==> config.mk <==
export PLATFORM = sky130hd
export DESIGN_NAME = packet_demultiplexer_flat
export DESIGN_NICKNAME = d
export VERILOG_FILES = /design/src/rtl/demux_pkg.sv /design/src/rtl/packet_demultiplexer_if.sv /design/src/rtl/demux_out_stage.sv /design/src/rtl/packet_demultiplexer.sv /design/src/flat_wrapper.sv
export SDC_FILE = /design/constraint.sdc
export NUM_CORES = 1
export LEC_CHECK = 0
export ABC_AREA = 1
export ABC_CLOCK_PERIOD_IN_PS = 2000
export BUFFER_PORTS_ARGS = -buffer_cell sky130_fd_sc_hd__buf_4
export CORE_UTILIZATION = 51
export CTS_BUF_LIST = sky130_fd_sc_hd__clkbuf_8
export DETAILED_ROUTE_END_ITERATION = 6
export PLACE_DENSITY_LB_ADDON = 0.2
export SLEW_MARGIN = 20
export SYNTH_ARGS = -nofsm -noshare
export SYNTH_HDL_FRONTEND = slang
export SYNTH_SLANG_ARGS = --single-unit
==> constraint.sdc <==
create_clock -name clk -period 2 [get_ports clk]
set_input_delay 0.4 -clock clk [delete_from_list [all_inputs] [get_ports clk]]
set_output_delay 0.4 -clock clk [all_outputs]
set_load 0.03 [all_outputs]
==> src/rtl/demux_pkg.sv <==
// Shared types and constants for the 1-to-4 packet demultiplexer.
// Holds the channel count, address width, FSM encoding and a one-hot decode helper.
package demux_pkg;

  localparam int NUM_CHAN = 4;
  localparam int ADDR_W   = 2;

  typedef enum logic [1:0] {
    IDLE  = 2'd0,
    ROUTE = 2'd1,
    DROP  = 2'd2
  } state_t;

  function automatic logic [NUM_CHAN-1:0] chan_onehot(input logic [ADDR_W-1:0] ch);
    logic [NUM_CHAN-1:0] oh;
    oh     = {NUM_CHAN{1'b0}};
    oh[ch] = 1'b1;
    return oh;
  endfunction

endpackage

==> src/rtl/packet_demultiplexer_if.sv <==
// Beat-stream bundle for the demultiplexer: one valid/ready input stream and
// four one-hot qualified output channels sharing a data/last bus.
interface packet_demultiplexer_if #(
  parameter int DATA_W = 8
);
  import demux_pkg::*;

  logic                in_valid;
  logic                in_ready;
  logic [DATA_W-1:0]   in_data;
  logic                in_last;
  logic                address0;
  logic                address1;
  logic [NUM_CHAN-1:0] chan_enable;
  logic [NUM_CHAN-1:0] out_valid;
  logic [NUM_CHAN-1:0] out_ready;
  logic [DATA_W-1:0]   out_data;
  logic                out_last;

  modport master (
    output in_valid, in_data, in_last, address0, address1, chan_enable, out_ready,
    input  in_ready, out_valid, out_data, out_last
  );

  modport slave (
    input  in_valid, in_data, in_last, address0, address1, chan_enable, out_ready,
    output in_ready, out_valid, out_data, out_last
  );

endinterface

==> src/rtl/demux_out_stage.sv <==
// Single-entry output register carrying one beat and its destination channel.
// A load takes priority over a drain so that drain-and-reload sustains one beat per cycle.
module demux_out_stage
  import demux_pkg::*;
#(
  parameter int DATA_W = 8
) (
  input  logic              clk,
  input  logic              reset,
  input  logic              load,
  input  logic              drain,
  input  logic [DATA_W-1:0] load_data,
  input  logic              load_last,
  input  logic [ADDR_W-1:0] load_chan,
  output logic              full,
  output logic [DATA_W-1:0] data,
  output logic              last,
  output logic [ADDR_W-1:0] chan
);

  logic              full_r;
  logic [DATA_W-1:0] data_r;
  logic              last_r;
  logic [ADDR_W-1:0] chan_r;

  // Beat register: payload only changes on load, so it holds steady under backpressure.
  always_ff @(posedge clk) begin
    if (reset) begin
      full_r <= 1'b0;
      data_r <= {DATA_W{1'b0}};
      last_r <= 1'b0;
      chan_r <= {ADDR_W{1'b0}};
    end else if (load) begin
      full_r <= 1'b1;
      data_r <= load_data;
      last_r <= load_last;
      chan_r <= load_chan;
    end else if (drain) begin
      full_r <= 1'b0;
    end else begin
      full_r <= full_r;
    end
  end

  assign full = full_r;
  assign data = data_r;
  assign last = last_r;
  assign chan = chan_r;

endmodule

==> src/rtl/packet_demultiplexer.sv <==
// 1-to-4 packet demultiplexer: steers each packet to the channel addressed on its
// first beat, drops packets aimed at disabled channels and counts them (saturating).
module packet_demultiplexer
  import demux_pkg::*;
#(
  parameter int DATA_W = 8,
  parameter int CNT_W  = 8
) (
  input  logic                   clk,
  input  logic                   reset,
  packet_demultiplexer_if.slave  bus,
  output logic [CNT_W-1:0]       drop_count
);

  localparam logic [CNT_W-1:0] CNT_MAX = {CNT_W{1'b1}};
  localparam logic [CNT_W-1:0] CNT_ONE = {{(CNT_W-1){1'b0}}, 1'b1};

  state_t              state_r;
  state_t              state_s;
  logic [ADDR_W-1:0]   dest_r;
  logic [ADDR_W-1:0]   dest_s;
  logic [CNT_W-1:0]    drop_count_r;

  logic [ADDR_W-1:0]   addr_in_s;
  logic                full_s;
  logic [ADDR_W-1:0]   held_chan_s;
  logic [DATA_W-1:0]   held_data_s;
  logic                held_last_s;
  logic                drained_s;
  logic                fwd_ready_s;
  logic                ready_s;
  logic                accept_s;
  logic                load_s;
  logic [ADDR_W-1:0]   load_chan_s;
  logic                drop_inc_s;

  assign addr_in_s   = {bus.address1, bus.address0};
  // Only the held channel's ready can free the register.
  assign drained_s   = full_s & bus.out_ready[held_chan_s];
  assign fwd_ready_s = ~full_s | drained_s;
  assign accept_s    = bus.in_valid & ready_s;

  // Input ready: beats headed for the discard path never wait on the output register.
  always_comb begin
    ready_s = 1'b0;
    if (reset) begin
      ready_s = 1'b0;
    end else begin
      case (state_r)
        IDLE:    ready_s = bus.chan_enable[addr_in_s] ? fwd_ready_s : 1'b1;
        ROUTE:   ready_s = fwd_ready_s;
        DROP:    ready_s = 1'b1;
        default: ready_s = 1'b0;
      endcase
    end
  end

  // Next-state, destination latch and output-stage load decisions.
  always_comb begin
    state_s     = state_r;
    dest_s      = dest_r;
    load_s      = 1'b0;
    load_chan_s = dest_r;
    drop_inc_s  = 1'b0;
    case (state_r)
      IDLE: begin
        if (accept_s) begin
          dest_s = addr_in_s;
          if (bus.chan_enable[addr_in_s]) begin
            load_s      = 1'b1;
            load_chan_s = addr_in_s;
            state_s     = bus.in_last ? IDLE : ROUTE;
          end else begin
            drop_inc_s = bus.in_last;
            state_s    = bus.in_last ? IDLE : DROP;
          end
        end else begin
          state_s = IDLE;
        end
      end
      ROUTE: begin
        if (accept_s) begin
          load_s      = 1'b1;
          load_chan_s = dest_r;
          state_s     = bus.in_last ? IDLE : ROUTE;
        end else begin
          state_s = ROUTE;
        end
      end
      DROP: begin
        if (accept_s && bus.in_last) begin
          drop_inc_s = 1'b1;
          state_s    = IDLE;
        end else begin
          state_s = DROP;
        end
      end
      default: begin
        state_s = IDLE;
      end
    endcase
  end

  // FSM state and latched destination.
  always_ff @(posedge clk) begin
    if (reset) begin
      state_r <= IDLE;
      dest_r  <= {ADDR_W{1'b0}};
    end else begin
      state_r <= state_s;
      dest_r  <= dest_s;
    end
  end

  // Saturating count of packets discarded on disabled channels.
  always_ff @(posedge clk) begin
    if (reset) begin
      drop_count_r <= {CNT_W{1'b0}};
    end else if (drop_inc_s && (drop_count_r != CNT_MAX)) begin
      drop_count_r <= drop_count_r + CNT_ONE;
    end else begin
      drop_count_r <= drop_count_r;
    end
  end

  demux_out_stage #(
    .DATA_W (DATA_W)
  ) u_out_stage (
    .clk       (clk),
    .reset     (reset),
    .load      (load_s),
    .drain     (drained_s),
    .load_data (bus.in_data),
    .load_last (bus.in_last),
    .load_chan (load_chan_s),
    .full      (full_s),
    .data      (held_data_s),
    .last      (held_last_s),
    .chan      (held_chan_s)
  );

  assign bus.in_ready  = ready_s;
  assign bus.out_valid = full_s ? chan_onehot(held_chan_s) : {NUM_CHAN{1'b0}};
  assign bus.out_data  = held_data_s;
  assign bus.out_last  = held_last_s;
  assign drop_count    = drop_count_r;

endmodule

==> src/flat_wrapper.sv <==
// flat-port wrapper written by rule: the top's interface ports become plain ports
module packet_demultiplexer_flat import demux_pkg::*;
#(
  parameter int DATA_W = 8,
  parameter int CNT_W  = 8
)
  (clk, reset, drop_count, bus_in_valid, bus_in_data, bus_in_last, bus_address0, bus_address1, bus_chan_enable, bus_out_ready, bus_in_ready, bus_out_valid, bus_out_data, bus_out_last);
  packet_demultiplexer_if #(.DATA_W(DATA_W)) bus_i ();
  input  logic clk;
  input  logic reset;
  output logic [CNT_W-1:0] drop_count;
  input wire logic [$bits(bus_i.in_valid)-1:0] bus_in_valid;
  input wire logic [$bits(bus_i.in_data)-1:0] bus_in_data;
  input wire logic [$bits(bus_i.in_last)-1:0] bus_in_last;
  input wire logic [$bits(bus_i.address0)-1:0] bus_address0;
  input wire logic [$bits(bus_i.address1)-1:0] bus_address1;
  input wire logic [$bits(bus_i.chan_enable)-1:0] bus_chan_enable;
  input wire logic [$bits(bus_i.out_ready)-1:0] bus_out_ready;
  output wire logic [$bits(bus_i.in_ready)-1:0] bus_in_ready;
  output wire logic [$bits(bus_i.out_valid)-1:0] bus_out_valid;
  output wire logic [$bits(bus_i.out_data)-1:0] bus_out_data;
  output wire logic [$bits(bus_i.out_last)-1:0] bus_out_last;
  assign bus_i.in_valid = bus_in_valid;
  assign bus_i.in_data = bus_in_data;
  assign bus_i.in_last = bus_in_last;
  assign bus_i.address0 = bus_address0;
  assign bus_i.address1 = bus_address1;
  assign bus_i.chan_enable = bus_chan_enable;
  assign bus_i.out_ready = bus_out_ready;
  assign bus_in_ready = bus_i.in_ready;
  assign bus_out_valid = bus_i.out_valid;
  assign bus_out_data = bus_i.out_data;
  assign bus_out_last = bus_i.out_last;
  packet_demultiplexer #(.DATA_W(DATA_W), .CNT_W(CNT_W)) u_core (.clk(clk), .reset(reset), .bus(bus_i), .drop_count(drop_count));
endmodule
Word level (Yosys, flattened, before mapping)
Cells that the tools add are included.

cells by class
  bitwise operators = 4
  $lt $le $gt $ge = 3
  multiplexer cells = 30
  reduce and logical (&&, ||, !) cells = 6
  equal/unequal tests = 3
  add/subtract/negate cells = 1

operator list
  operator               count
  $mux W2                8
  $mux W1                14
  $add A8 B1 Y8 const B  1
  $ne A8 B8 Y1 const B   1
  $lt A2 B3 Y1 const B   2
  $pmux W2 S3            1
  $bmux W1 S2            2
  $mux W4                1
  $pmux W1 S2            2
  $logic_and A1 B1 Y1    3
  $pmux W1 S3            1
  $and A1 B1 Y1          2
  $demux W1 S2           1
  $eq A2 B1 Y1 const B   1
  $eq A2 B2 Y1 const B   1
  $ge A2 B1 Y1 const B   1
  $logic_not A2 Y1       1
  $reduce_and A2 Y1      1
  $reduce_bool A2 Y1     1
  $not A1 Y1             1
  $or A1 B1 Y1           1

word-level totals
  output and inout port bits = 22
  register bits after elaboration = 24
  input port bits = 22
  logic and storage cells = 54

Longest topological paths before layout
Gate-level depths: netlist (run 1).

  depth after elaboration = 12
  mapped depth = 13
  mapped depth without buffers = 12

Hierarchy
A second synthesis (run 1) with hierarchy kept.

second synthesis, totals
  cells, all modules = 190
  area total of the unflattened synthesis = 1307.5 sq um

by module, submodules not included
  module                times used  cells an instance  area an instance (sq um)  sequential area each (sq um)
  packet_demultiplexer  1           137                870.8                     240.2
  demux_out_stage       1           53                 436.7                     240.2

Worst setup path after synthesis (run 1)
Ideal clock, no wire load.

  path kind = input port to output port
  start point = input port bus_chan_enable[1]
  end point = output port bus_in_ready
  buffers on the path = 0
  data required time = 1600 ps
  stages on the path = 7
  setup slack = 331 ps
  arrival = 1269 ps
  cells stage by stage = inv_1 -> nand2_1 -> nand3_1 -> nand2_2 -> nand2_1 -> nand2_2 -> a21oi_1

between the ends
  cells in the longest elaborated chain, start to end = 5

RTL lines
  element                        RTL line                    RTL
  from (decl)                    flat_wrapper.sv:17          input wire logic [$bits(bus_i.chan_enable)-1:0] bus_chan_enable;
  $bmux W1 S2                    packet_demultiplexer.sv:50  IDLE: ready_s = bus.chan_enable[addr_in_s] ? fwd_ready_s : 1'b1;
  $mux W1 (not written as such)  packet_demultiplexer.sv:50
  $mux W1                        packet_demultiplexer.sv:50
  $pmux W1 S3                    packet_demultiplexer.sv:49  case (state_r)
  $mux W1                        packet_demultiplexer.sv:46  if (reset) begin
  to (decl)                      flat_wrapper.sv:19          output wire logic [$bits(bus_i.in_ready)-1:0] bus_in_ready;

Every way passes these cells. The select of a mux whose other input is x is not followed.

Final worst setup path (run 1)
  start point = register u_core.u_out_stage.chan_r[0] (netlist: u_core.u_out_stage.chan[0])
  end point = output port bus_in_ready

between the ends
  cells in the longest elaborated chain, start to end = 7

RTL lines
  element                            RTL line                    RTL
  from (decl)                        demux_out_stage.sv:24       logic [ADDR_W-1:0] chan_r;
  from (signal assigned)             demux_out_stage.sv:32       chan_r <= {ADDR_W{1'b0}};
  from (signal assigned)             demux_out_stage.sv:37       chan_r <= load_chan;
  $bmux W1 S2 (*)                    packet_demultiplexer.sv:39  assign drained_s = full_s & bus.out_ready[held_chan_s];
  $mux W1 (not written as such) (*)  packet_demultiplexer.sv:39
  $and A1 B1 Y1 (*)                  packet_demultiplexer.sv:39
  $or A1 B1 Y1 (*)                   packet_demultiplexer.sv:40  assign fwd_ready_s = ~full_s | drained_s;
  $mux W1                            packet_demultiplexer.sv:50
  $pmux W1 S3 (*)                    packet_demultiplexer.sv:49
  $mux W1 (*)                        packet_demultiplexer.sv:46

Every way passes the cells marked *; elsewhere a longest branch is shown, timed or not. The select of a mux whose other input is x is not followed.

==> flow_summary_export.csv, run 1 <==
group,metric,value,unit
synth,yosys_warnings,0,
power_and_ir_drop,p_leak,0.798,nW
floorplan,die_area,0.00277,mm2
clocking,ctsResizeCount,0,
clocking,cts_buffers,3,
synth,ys_seq_area_share,36.7,%
worst_setup_path,ff2ff_setup_slack,0.27,ns
power_and_ir_drop,seqPwrFrac,48.2,%
synth,synthAdderAreaFrac,0.956,%
worst_setup_path,r2r_start,"u_core.u_out_stage.chan[0]",
synth,yosys-top-cells-area,"dfxtp_1, nand2_1, nor2_1",
worst_setup_path,reg2reg_depth,12,
grt,overflow,0,
placement,place_hpwl,2.23,mm
worst_setup_path,endpoint,"bus_in_ready",
floorplan,coreArea,0.00232,mm2
outcome,outcome,"finished clean",
synth,synth_simple_gate_area_share,35.9,%
synth,synth_mux_area_share,0,%
power_and_ir_drop,p_clk_share,30.4,%
finish,syn2layout_area_growth,28.9,%
flow_run,cap_violations,0,
sta,fin_ws,0.164,ns
floorplan,die_x,52.7,um
sta,slew_violations,0,
synth,synth_common_cells,"nand2_1, dfxtp_1, nor2_1",
placement,place_congestion,0.886,
hold_path,hold_class,"input pin to flop",
sta,slew_headroom,77.3,%
route,wl,2.97,mm
clocking,clk_latency,0.27,ns
clocking,postCtsSetupRepairBufs,0,
sta,fin_setup_tns,0,ns
synth,syn_nets,197,
synth,synth_most_common_cell,"nand2_1",
grt,grt_start_max_net_pins,14,
placement,io_buffers,43,
power_and_ir_drop,powerDensity,638,mW/mm2
sta,post-route-min-period,1.84,ns
clocking,htreeDepth,1,
grt,antenna_found_initial,0,
power_and_ir_drop,max-vdd-ir-drop,0.513,mV
clocking,root_buffer,"clkbuf_8",
finish,final_core_util,72.7,%
hold_path,min_path_cells,3,
synth,synth_top_cell_by_area,"dfxtp_1",
synth,yosysTopAreaCellShare,36.7,%
grt,grt_usage,24.8,%
clocking,path_clk_slew,0.08,ns
worst_setup_path,critPathLaunchType,"flop",
power_and_ir_drop,combPwrFrac,21.4,%
power_and_ir_drop,finalPower,1.08,mW
synth,synth_top_family_by_area,"simple AND/OR/NAND/NOR gates",
worst_setup_path,cp_data_arrival_time,1.44,ns
synth,synth.avg_cell_area,7.52,um2
clocking,clock_sinks,24,
synth,synth_cell_type_count,26,
synth,synth_edf_count,0,
synth,async_flop_share,0,%
route,drc_errors,0,
finish,final_layout_size_suffix_gt1_share,39.4,%
floorplan,num_rows,17,
synth,netlist_area,0.00131,mm2
power_and_ir_drop,p_sw_share,28.8,%
worst_setup_path,worstSetupEndpointType,"output pin",
route,vias,1289,
sta,rsz0062_at_grt,"no",
floorplan,start_util,56.4,%
floorplan,pin_count,44,
worst_setup_path,worst-setup-path-type,"flop to output pin",
synth,ys.flop_type,"dfxtp_1",
placement,dp_slack,0.116,ns
sta,fin_hold_ws,0.351,ns
worst_setup_path,cp_data_required_time,1.60,ns
sta,post-route-period-util,91.8,%
synth,synth_compound_area_share,14.0,%
route,via_per_inst,5.24,
clocking,cts_hold_buf,0,
worst_setup_path,r2r_end,"u_core.drop_count[3]",
worst_setup_path,path_max_fanout,6,
synth,syn_inst,174,
worst_setup_path,cp-startpoint,"u_core.u_out_stage.chan[0]",
floorplan,fp.dieH,52.7,um
sta,finalHoldViolCount,0,
grt,grt_pass1_wl,5.03,mm
finish,diodes,0,
sta,fmax,545,MHz
sta,setup_viol,0,
clocking,cts_tree,"built",
grt,grt_pass1_vias,1244,
route,dr.pass1.iters,4,
route,drtAntennaViolNets,0,
sta,worst_slew_pin_slew,0.340,ns
route,drtIter0Drc,15,
route,wl_per_cell,12.1,um
synth,synth_seq_cells,24,
synth,synth-xor-area-share,2.68,%
finish,fin_nets,242,
clocking,clockBufferDepth,2,
sta,final.setup_skew,0.00135,ns
power_and_ir_drop,p_int,0.766,mW
power_and_ir_drop,power.switching,0.310,mW
[through the flow]
step | area (um2) | std cells
after floorplan | 1310 | 174
after global placement | 1630 | 242
after detailed placement | 1630 | 242
after CTS | 1690 | 246
after global routing | 1690 | 246
final | 1690 | 246
[power by group through the flow]
stage | clock [mW] | combinational (mW) | sequential, mW
floorplan | 0 | 0.123 | 0.554
global placement | 0 | 0.221 | 0.528
detailed placement | 0 | 0.228 | 0.529
CTS | 0.336 | 0.230 | 0.518
global route | 0.354 | 0.250 | 0.522
finish | 0.328 | 0.230 | 0.518
[worst max-delay path, cell delays in order, from the launching register on]
cell,delay [ns]
dfxtp_1,0.37
inv_2,0.10
nand2_1,0.06
nand2_1,0.05
nand2_1,0.05
nand3_2,0.10
nand2_2,0.08
a21oi_1,0.18
buf_4,0.18
[cell type report]
cell class | instances | area (um2)
clock buffers | 4 | 55.1
fillers | 191 | 632
inverters | 19 | 71.3
repair buffers | 46 | 345
well taps | 28 | 35.0
flip-flops and latches | 24 | 480
multi-input cells | 125 | 699
[registers in the layout, indices dropped and copies added, names as in the netlist]
| signal | flops |
|---|---|
| u_core.dest_r | 2 |
| u_core.drop_count | 8 |
| u_core.state_r | 2 |
| u_core.u_out_stage.chan | 2 |
| u_core.u_out_stage.data | 8 |
| u_core.u_out_stage.full | 1 |
| u_core.u_out_stage.last | 1 |
[placed cells by master, fill, tap and decap left out, types with 2 or more instances in the layout]
cell type / instances
dfxtp_1: 24
inv_2: 3
nor2_4: 2
nand4_1: 3
nor3_1: 5
nand2_2: 8
nand3_2: 3
nand2_4: 2
o21ai_1: 3
nor2_1: 20
o21ai_0: 11
clkbuf_8: 4
a21oi_2: 7
nor2_2: 9
nand2_1: 30
nand3_1: 7
a21oi_1: 7
buf_4: 46
xnor2_1: 2
inv_1: 16
xor2_1: 2
[cell families after synthesis]
| logic type | after synthesis |
|---|---|
| buffers and inverters | 25 |
| and+or+nand+nor | 90 |
| xor gates and xnor gates | 4 |
| AOI/OAI and AO/OA | 30 |
| adders and majority gates | 1 |
| DFF | 24 |
[per-layer routing]
layer	GRT usage, %	up-vias	part of all wire [%]
met3	3.48	11	4.2
met5	0	-	0
met1	26.0	592	42
met2	47.3	44	51
met4	12.3	0	2.7
li1	-	642	-
[worst min path at each step]
stage                                 from                          to
after floorplan           u_core.dest_r[1]  u_core.u_out_stage.chan[1]
after CTS                   bus_in_data[6]  u_core.u_out_stage.data[6]
after detailed placement  u_core.dest_r[1]  u_core.u_out_stage.chan[1]
final                       bus_in_data[6]  u_core.u_out_stage.data[6]
after global placement    u_core.dest_r[1]  u_core.u_out_stage.chan[1]
after global routing        bus_in_data[4]  u_core.u_out_stage.data[4]
(Power assumes the default switching activity.)
==> inputs of run 2 (changes only) <==
--- a/config.mk
+++ b/config.mk
@@ -6,9 +6,13 @@
 export NUM_CORES = 1
 export LEC_CHECK = 0
 export ABC_AREA = 1
-export ABC_CLOCK_PERIOD_IN_PS = 2000
+export ABC_CLOCK_PERIOD_IN_PS = 1800
 export BUFFER_PORTS_ARGS = -buffer_cell sky130_fd_sc_hd__buf_4
-export CORE_UTILIZATION = 51
+export CELL_PAD_IN_SITES_DETAIL_PLACEMENT = 1
+export CELL_PAD_IN_SITES_GLOBAL_PLACEMENT = 2
+export CORE_ASPECT_RATIO = 0.5
+export CORE_MARGIN = 5
+export CORE_UTILIZATION = 28
 export CTS_BUF_LIST = sky130_fd_sc_hd__clkbuf_8
 export DETAILED_ROUTE_END_ITERATION = 6
 export PLACE_DENSITY_LB_ADDON = 0.2
==> constraint.sdc (replaced) <==
create_clock -name clk -period 1.8 [get_ports clk]
set_input_delay 0.36 -clock clk [delete_from_list [all_inputs] [get_ports clk]]
set_output_delay 0.36 -clock clk [all_outputs]
set_load 0.03 [all_outputs]
==> run 2 against run 1 <==
Compared with the run above:
- clock-buffer cell count shrank 1
- clock skew grew 0.0023 ns
- combinational power grew 20%
==> flow_summary_export.csv, run 2 (same netlist as run 1, synthesis figures left out) <==
group,metric,value,unit
power_and_ir_drop,p_leak,0.828,nW
sta,slew_headroom,80.6,%
clocking,root_buffer,"clkbuf_8",
hold_path,hold_class,"input pin to flop",
sta,setup_viol,0,
route,drtAntennaViolNets,0,
power_and_ir_drop,max-vdd-ir-drop,0.279,mV
route,drc_errors,0,
worst_setup_path,path_max_fanout,4,
sta,rsz0062_at_grt,"no",
floorplan,die_area,0.00622,mm2
sta,worst_slew_pin_slew,0.290,ns
placement,placed_area,0.00171,mm2
sta,slew_violations,0,
placement,io_buffers,43,
clocking,clockBufferDepth,2,
floorplan,pin_count,44,
grt,grt_pass1_vias,1201,
clocking,clock_sinks,24,
placement,place_hpwl,2.73,mm
flow_run,cap_violations,0,
floorplan,coreArea,0.00447,mm2
worst_setup_path,worst-setup-path-type,"flop to output pin",
grt,antenna_found_initial,0,
clocking,clk_latency,0.27,ns
grt,grt_pass1_wl,5.70,mm
floorplan,start_util,29.3,%
outcome,outcome,"finished clean",
floorplan,fp.dieH,58.3,um
route,dr.pass1.iters,4,
grt,grt_start_max_net_pins,17,
sta,finalHoldViolCount,0,
grt,overflow,0,
finish,final_layout_size_suffix_gt1_share,42.6,%
finish,fin_nets,248,
grt,grt_usage,11.3,%
floorplan,die_x,107,um
finish,fin_area,0.00180,mm2
route,drtIter0Drc,37,
sta,fin_setup_tns,0,ns
worst_setup_path,critPathLaunchType,"flop",
finish,diodes,0,
route,wl,3.46,mm
clocking,path_clk_slew,0.09,ns
clocking,cts_buffers,3,
sta,post-route-period-util,93.0,%
sta,fmax,597,MHz
clocking,htreeDepth,1,
route,vias,1254,
sta,post-route-min-period,1.67,ns
worst_setup_path,cp_data_arrival_time,1.31,ns
route,via_per_inst,4.48,
clocking,cts_tree,"built",
clocking,cts_hold_buf,0,
finish,most-common-layout-cells,"buf_4, nand2_1, dfxtp_1",
worst_setup_path,cp_data_required_time,1.44,ns
worst_setup_path,worstSetupEndpointType,"output pin",
sta,final.setup_skew,0.00367,ns
route,wl_per_cell,12.4,um
finish,syn2layout_area_growth,37.5,%
placement,place_congestion,0.798,
floorplan,num_rows,17,
power_and_ir_drop,powerDensity,653,mW/mm2
finish,final_common_cell,"buf_4",
run 2: cell count changes in the layout (fill, tap and decap cells not counted), sizes merged:
cell    previous run  this run
buf               46        52
clkbuf             4         3
run 2: stage by stage:
step	util, %	total power [mW]	hold WS, ns	instances	worst slack, ns
floorplan	-	0.752	0.450	174	0.158
CTS	39.1	1.17	0.313	279	0.0111
global route	40.3	1.24	0.311	280	0.0211
finish	40.3	1.18	0.312	280	0.126
global placement	38.2	0.849	0.475	276	0.0709
detailed placement	38.2	0.851	0.475	276	0.0123
run 2: timing repair:
item,4_1_cts,5_1_grt
resized for setup,1,12
buffers inserted,0,1
pin swaps,0,3
setup endpoints to repair,1,10
run 2: final timing paths:
kind	start	endpoint	slack, ns	cells after the start
setup / recovery	u_core.u_out_stage.chan[0]	bus_in_ready	0.13	8
hold / removal	bus_in_data[5]	u_core.u_out_stage.data[5]	0.31	3
setup reg to reg	u_core.u_out_stage.chan[0]	u_core.u_out_stage.data[1]	0.18	12
hold reg to reg	u_core.u_out_stage.last	u_core.u_out_stage.last	0.48	2
run 2: final cells by class:
type / count / area, um2
multi-input cells: 125 / 731
repair buffers: 52 / 394
clock buffers: 3 / 41.3
fillers: 574 / 2670
flip-flops and latches: 24 / 485
inverters: 19 / 76.3
well taps: 57 / 71.3
run 2: worst max-delay path: stages (launching register included):
cell     delay [ns]
dfxtp_4        0.37
inv_4          0.06
nand2_1        0.04
nand2_1        0.05
nand2_1        0.06
nand3_2        0.12
nand2_4        0.08
a21oi_4        0.12
buf_6          0.14
run 2: power breakdown:
part | total, mW | internal, mW | switching [mW]
clock | 0.323 | 0.150 | 0.173
sequential | 0.576 | 0.557 | 0.0196
combinational | 0.276 | 0.110 | 0.165
total | 1.17 | 0.817 | 0.358
run 2: layer usage:
metal	part of all wire, %	GRT usage, %	vias up	wire length [um]
li1	-	-	655	-
met3	3.9	3.07	2	134
met4	0.92	2.19	0	32
met5	0	0	-	0
met2	44	17.4	26	1510
met1	52	16.1	571	1790
==> inputs of run 3 (changes only) <==
--- a/config.mk
+++ b/config.mk
@@ -5,14 +5,13 @@
 export SDC_FILE = /design/constraint.sdc
 export NUM_CORES = 1
 export LEC_CHECK = 0
-export ABC_AREA = 1
 export ABC_CLOCK_PERIOD_IN_PS = 1800
 export BUFFER_PORTS_ARGS = -buffer_cell sky130_fd_sc_hd__buf_4
 export CELL_PAD_IN_SITES_DETAIL_PLACEMENT = 1
 export CELL_PAD_IN_SITES_GLOBAL_PLACEMENT = 2
 export CORE_ASPECT_RATIO = 0.5
 export CORE_MARGIN = 5
-export CORE_UTILIZATION = 28
+export CORE_UTILIZATION = 29
 export CTS_BUF_LIST = sky130_fd_sc_hd__clkbuf_8
 export DETAILED_ROUTE_END_ITERATION = 6
 export PLACE_DENSITY_LB_ADDON = 0.2
==> run 3 against run 2 <==
Compared with the run above:
- the flow now finishes with violations (setup timing)
- final area increased by 9.2%
- clock-buffer cell count grew 1
- setup slack worse by 0.23 ns
- die area is 3.8% lower
- clock power is 17% higher
- synthesized cell count decreased by 15%
- via count grew 9.8%
- synthesized area fell by 0.96%
==> flow_summary_export.csv, run 3 <==
group,metric,value,unit
worst_setup_path,cp_data_required_time,1.44,ns
sta,fmax,524,MHz
synth,synth_edf_count,0,
finish,syn2layout_area_growth,51.5,%
synth,synth_seq_cells,24,
hold_path,min_path_cells,2,
synth,synthAdderAreaFrac,0.965,%
sta,fin_ws,-0.107,ns
worst_setup_path,crit_path_top_delay_cell,"dfxtp_4",
grt,overflow,0,
clocking,clock_sinks,24,
synth,synth_compound_area_share,25.4,%
route,drc_errors,0,
sta,post-route-min-period,1.91,ns
power_and_ir_drop,max-vdd-ir-drop,0.296,mV
sta,post-route-period-util,106,%
finish,fin_nets,236,
power_and_ir_drop,p_leak,0.800,nW
outcome,outcome,"finished, violations left",
worst_setup_path,reg2reg_depth,5,
route,drtIter0Drc,48,
hold_path,hold_class,"input pin to flop",
clocking,clk_latency,0.27,ns
outcome,violations,"setup timing",
worst_setup_path,max_stage_delay,0.38,ns
finish,regArea,487,um2
synth,synth_top_cell_by_area,"dfxtp_1",
synth,ys_seq_area_share,37.1,%
placement,place_hpwl,3.04,mm
synth,synth_common_cells,"dfxtp_1, a21oi_1, o21ai_0",
synth,yosys-top-cells-area,"dfxtp_1, a21oi_1, o21ai_0",
clocking,htreeDepth,1,
floorplan,die_area,0.00599,mm2
floorplan,start_util,29.7,%
synth,synth_simple_gate_area_share,23.2,%
sta,finalHoldViolCount,0,
synth,syn_inst,148,
power_and_ir_drop,finalPower,1.24,mW
sta,final.setup_skew,0.00253,ns
synth,synth-xor-area-share,0,%
synth,synth_most_common_cell,"dfxtp_1",
sta,slew_headroom,49.9,%
clocking,path_clk_slew,0.09,ns
grt,grt_start_max_net_pins,16,
synth,yosys_warnings,0,
grt,grt_pass1_wl,6.98,mm
power_and_ir_drop,powerDensity,632,mW/mm2
floorplan,coreArea,0.00436,mm2
finish,multi_input_comb_area,813,um2
flow_run,cap_violations,0,
finish,final_common_cell,"buf_4",
synth,netlist_area,0.00130,mm2
worst_setup_path,critical_path_buf_inv_count,1,
finish,most-common-layout-cells,"buf_4, dfxtp_1, a21oi_1",
finish,fillers,515,
worst_setup_path,critical-path-top-delay-family,"flip-flops",
floorplan,pin_count,44,
placement,io_buffers,43,
synth,synth_top_family_by_area,"compound AO/OA/AOI/OAI gates",
synth,ys.flop_type,"dfxtp_1",
sta,fin_hold_ws,0.297,ns
sta,setup_viol,1,
worst_setup_path,cp_data_arrival_time,1.55,ns
worst_setup_path,worstSetupEndpointType,"output pin",
route,wl,4.01,mm
route,dr.pass1.iters,4,
sta,fin_setup_tns,-0.107,ns
synth,synth.avg_cell_area,8.76,um2
floorplan,die_x,105,um
sta,slew_violations,0,
clocking,cts_hold_buf,0,
grt,antenna_found_initial,0,
worst_setup_path,critPathLaunchType,"flop",
grt,grt_pass1_vias,1499,
worst_setup_path,path_cells,"mux2_4, o22ai_4, nor2_2, o21a_2, buf_6",
synth,synth_cell_type_count,41,
floorplan,fp.dieH,57.3,um
clocking,root_buffer,"clkbuf_8",
finish,final_layout_size_suffix_gt1_share,42.5,%
synth,yosysTopAreaCellShare,37.1,%
route,via_per_inst,5.12,
sta,worst_slew_pin_slew,0.752,ns
route,wl_per_cell,14.9,um
grt,grt_usage,13.9,%
synth,syn_nets,171,
route,drtAntennaViolNets,0,
sta,rsz0062_at_grt,"yes",
synth,async_flop_share,0,%
route,vias,1377,
floorplan,num_rows,17,
worst_setup_path,critical_path_depth,5,
clocking,clockBufferDepth,2,
clocking,cts_tree,"built",
finish,diodes,0,
synth,synth_mux_area_share,9.94,%
placement,place_congestion,0.731,
clocking,cts_buffers,3,
worst_setup_path,worst-setup-path-type,"flop to output pin",
worst_setup_path,path_max_fanout,4,
## run 3: cell types whose count changed in the layout (fill, tap and decap cells not counted), sizes merged, moves of 4 or more
cell	change
nor3	-5
mux2	+5
a21oi	+5
o31ai	+5
mux2i	+5
inv	-16
nor2b	+5
or4	+4
buf	+16
nand2	-34
nor2	-23
## run 3: per-layer routing
layer	part of all wire, %	vias to the layer above	track usage [%]
met1	47	667	17.3
met2	49	22	24.9
met5	0	-	0
li1	-	686	-
met3	3.8	2	3.95
met4	0.35	0	1.11
## run 3: cell type report
type | instances | share of cell area (%)
clock buffers | 4 | 2.80
flip-flops and latches | 24 | 24.8
inverters | 3 | 0.573
repair buffers | 68 | 26.8
multi-input cells | 113 | 41.4
well taps | 57 | 3.63
## run 3: worst register-to-register path, delay by kind of cell, from the launching register on
kind / cells / cell delay (ns)
fa+ha+maj: 1 / 0.16
compound gates: 2 / 0.58
simple gates: 2 / 0.60
flops: 1 / 0.35
## run 3: stage by stage
step	utilization, %	cell area, um2	instances	setup WS [ns]
2_1_floorplan	-	1310	148	-0.0426
3_3_place_gp	42.2	1840	262	-0.0785
3_5_place_dp	42.2	1840	262	-0.105
4_1_cts	44.6	1950	268	-0.147
5_1_grt	45.1	1960	269	-0.161
6_report	45.1	1960	269	-0.107
## run 3: kinds of logic after synthesis
logic type | Yosys count
compound gates | 50
fa+ha+maj | 1
mux | 11
buf+inv | 11
flops | 24
simple gates | 51
## run 3: path summary, 6_finish.rpt
kind	startpoint	endpoint	slack, ns
min reg2reg	u_core.u_out_stage.data[1]	u_core.u_out_stage.data[1]	0.49
min	reset	u_core.drop_count[5]	0.30
max reg2reg	u_core.drop_count[1]	u_core.drop_count[4]	0.05
max	u_core.u_out_stage.chan[1]	bus_in_ready	-0.11
## run 3: where the power goes
group | internal, mW | switching [mW]
sequential | 0.551 | 0.0134
clock | 0.196 | 0.181
combinational | 0.144 | 0.156
total | 0.891 | 0.351
## run 3: repair_timing
action / 4_1_cts / 5_1_grt
gates resized for setup: 10 / 1
buffers inserted: 2 / 1
endpoints found under the setup margin: 7 / 14
pin swaps: 4 / 2
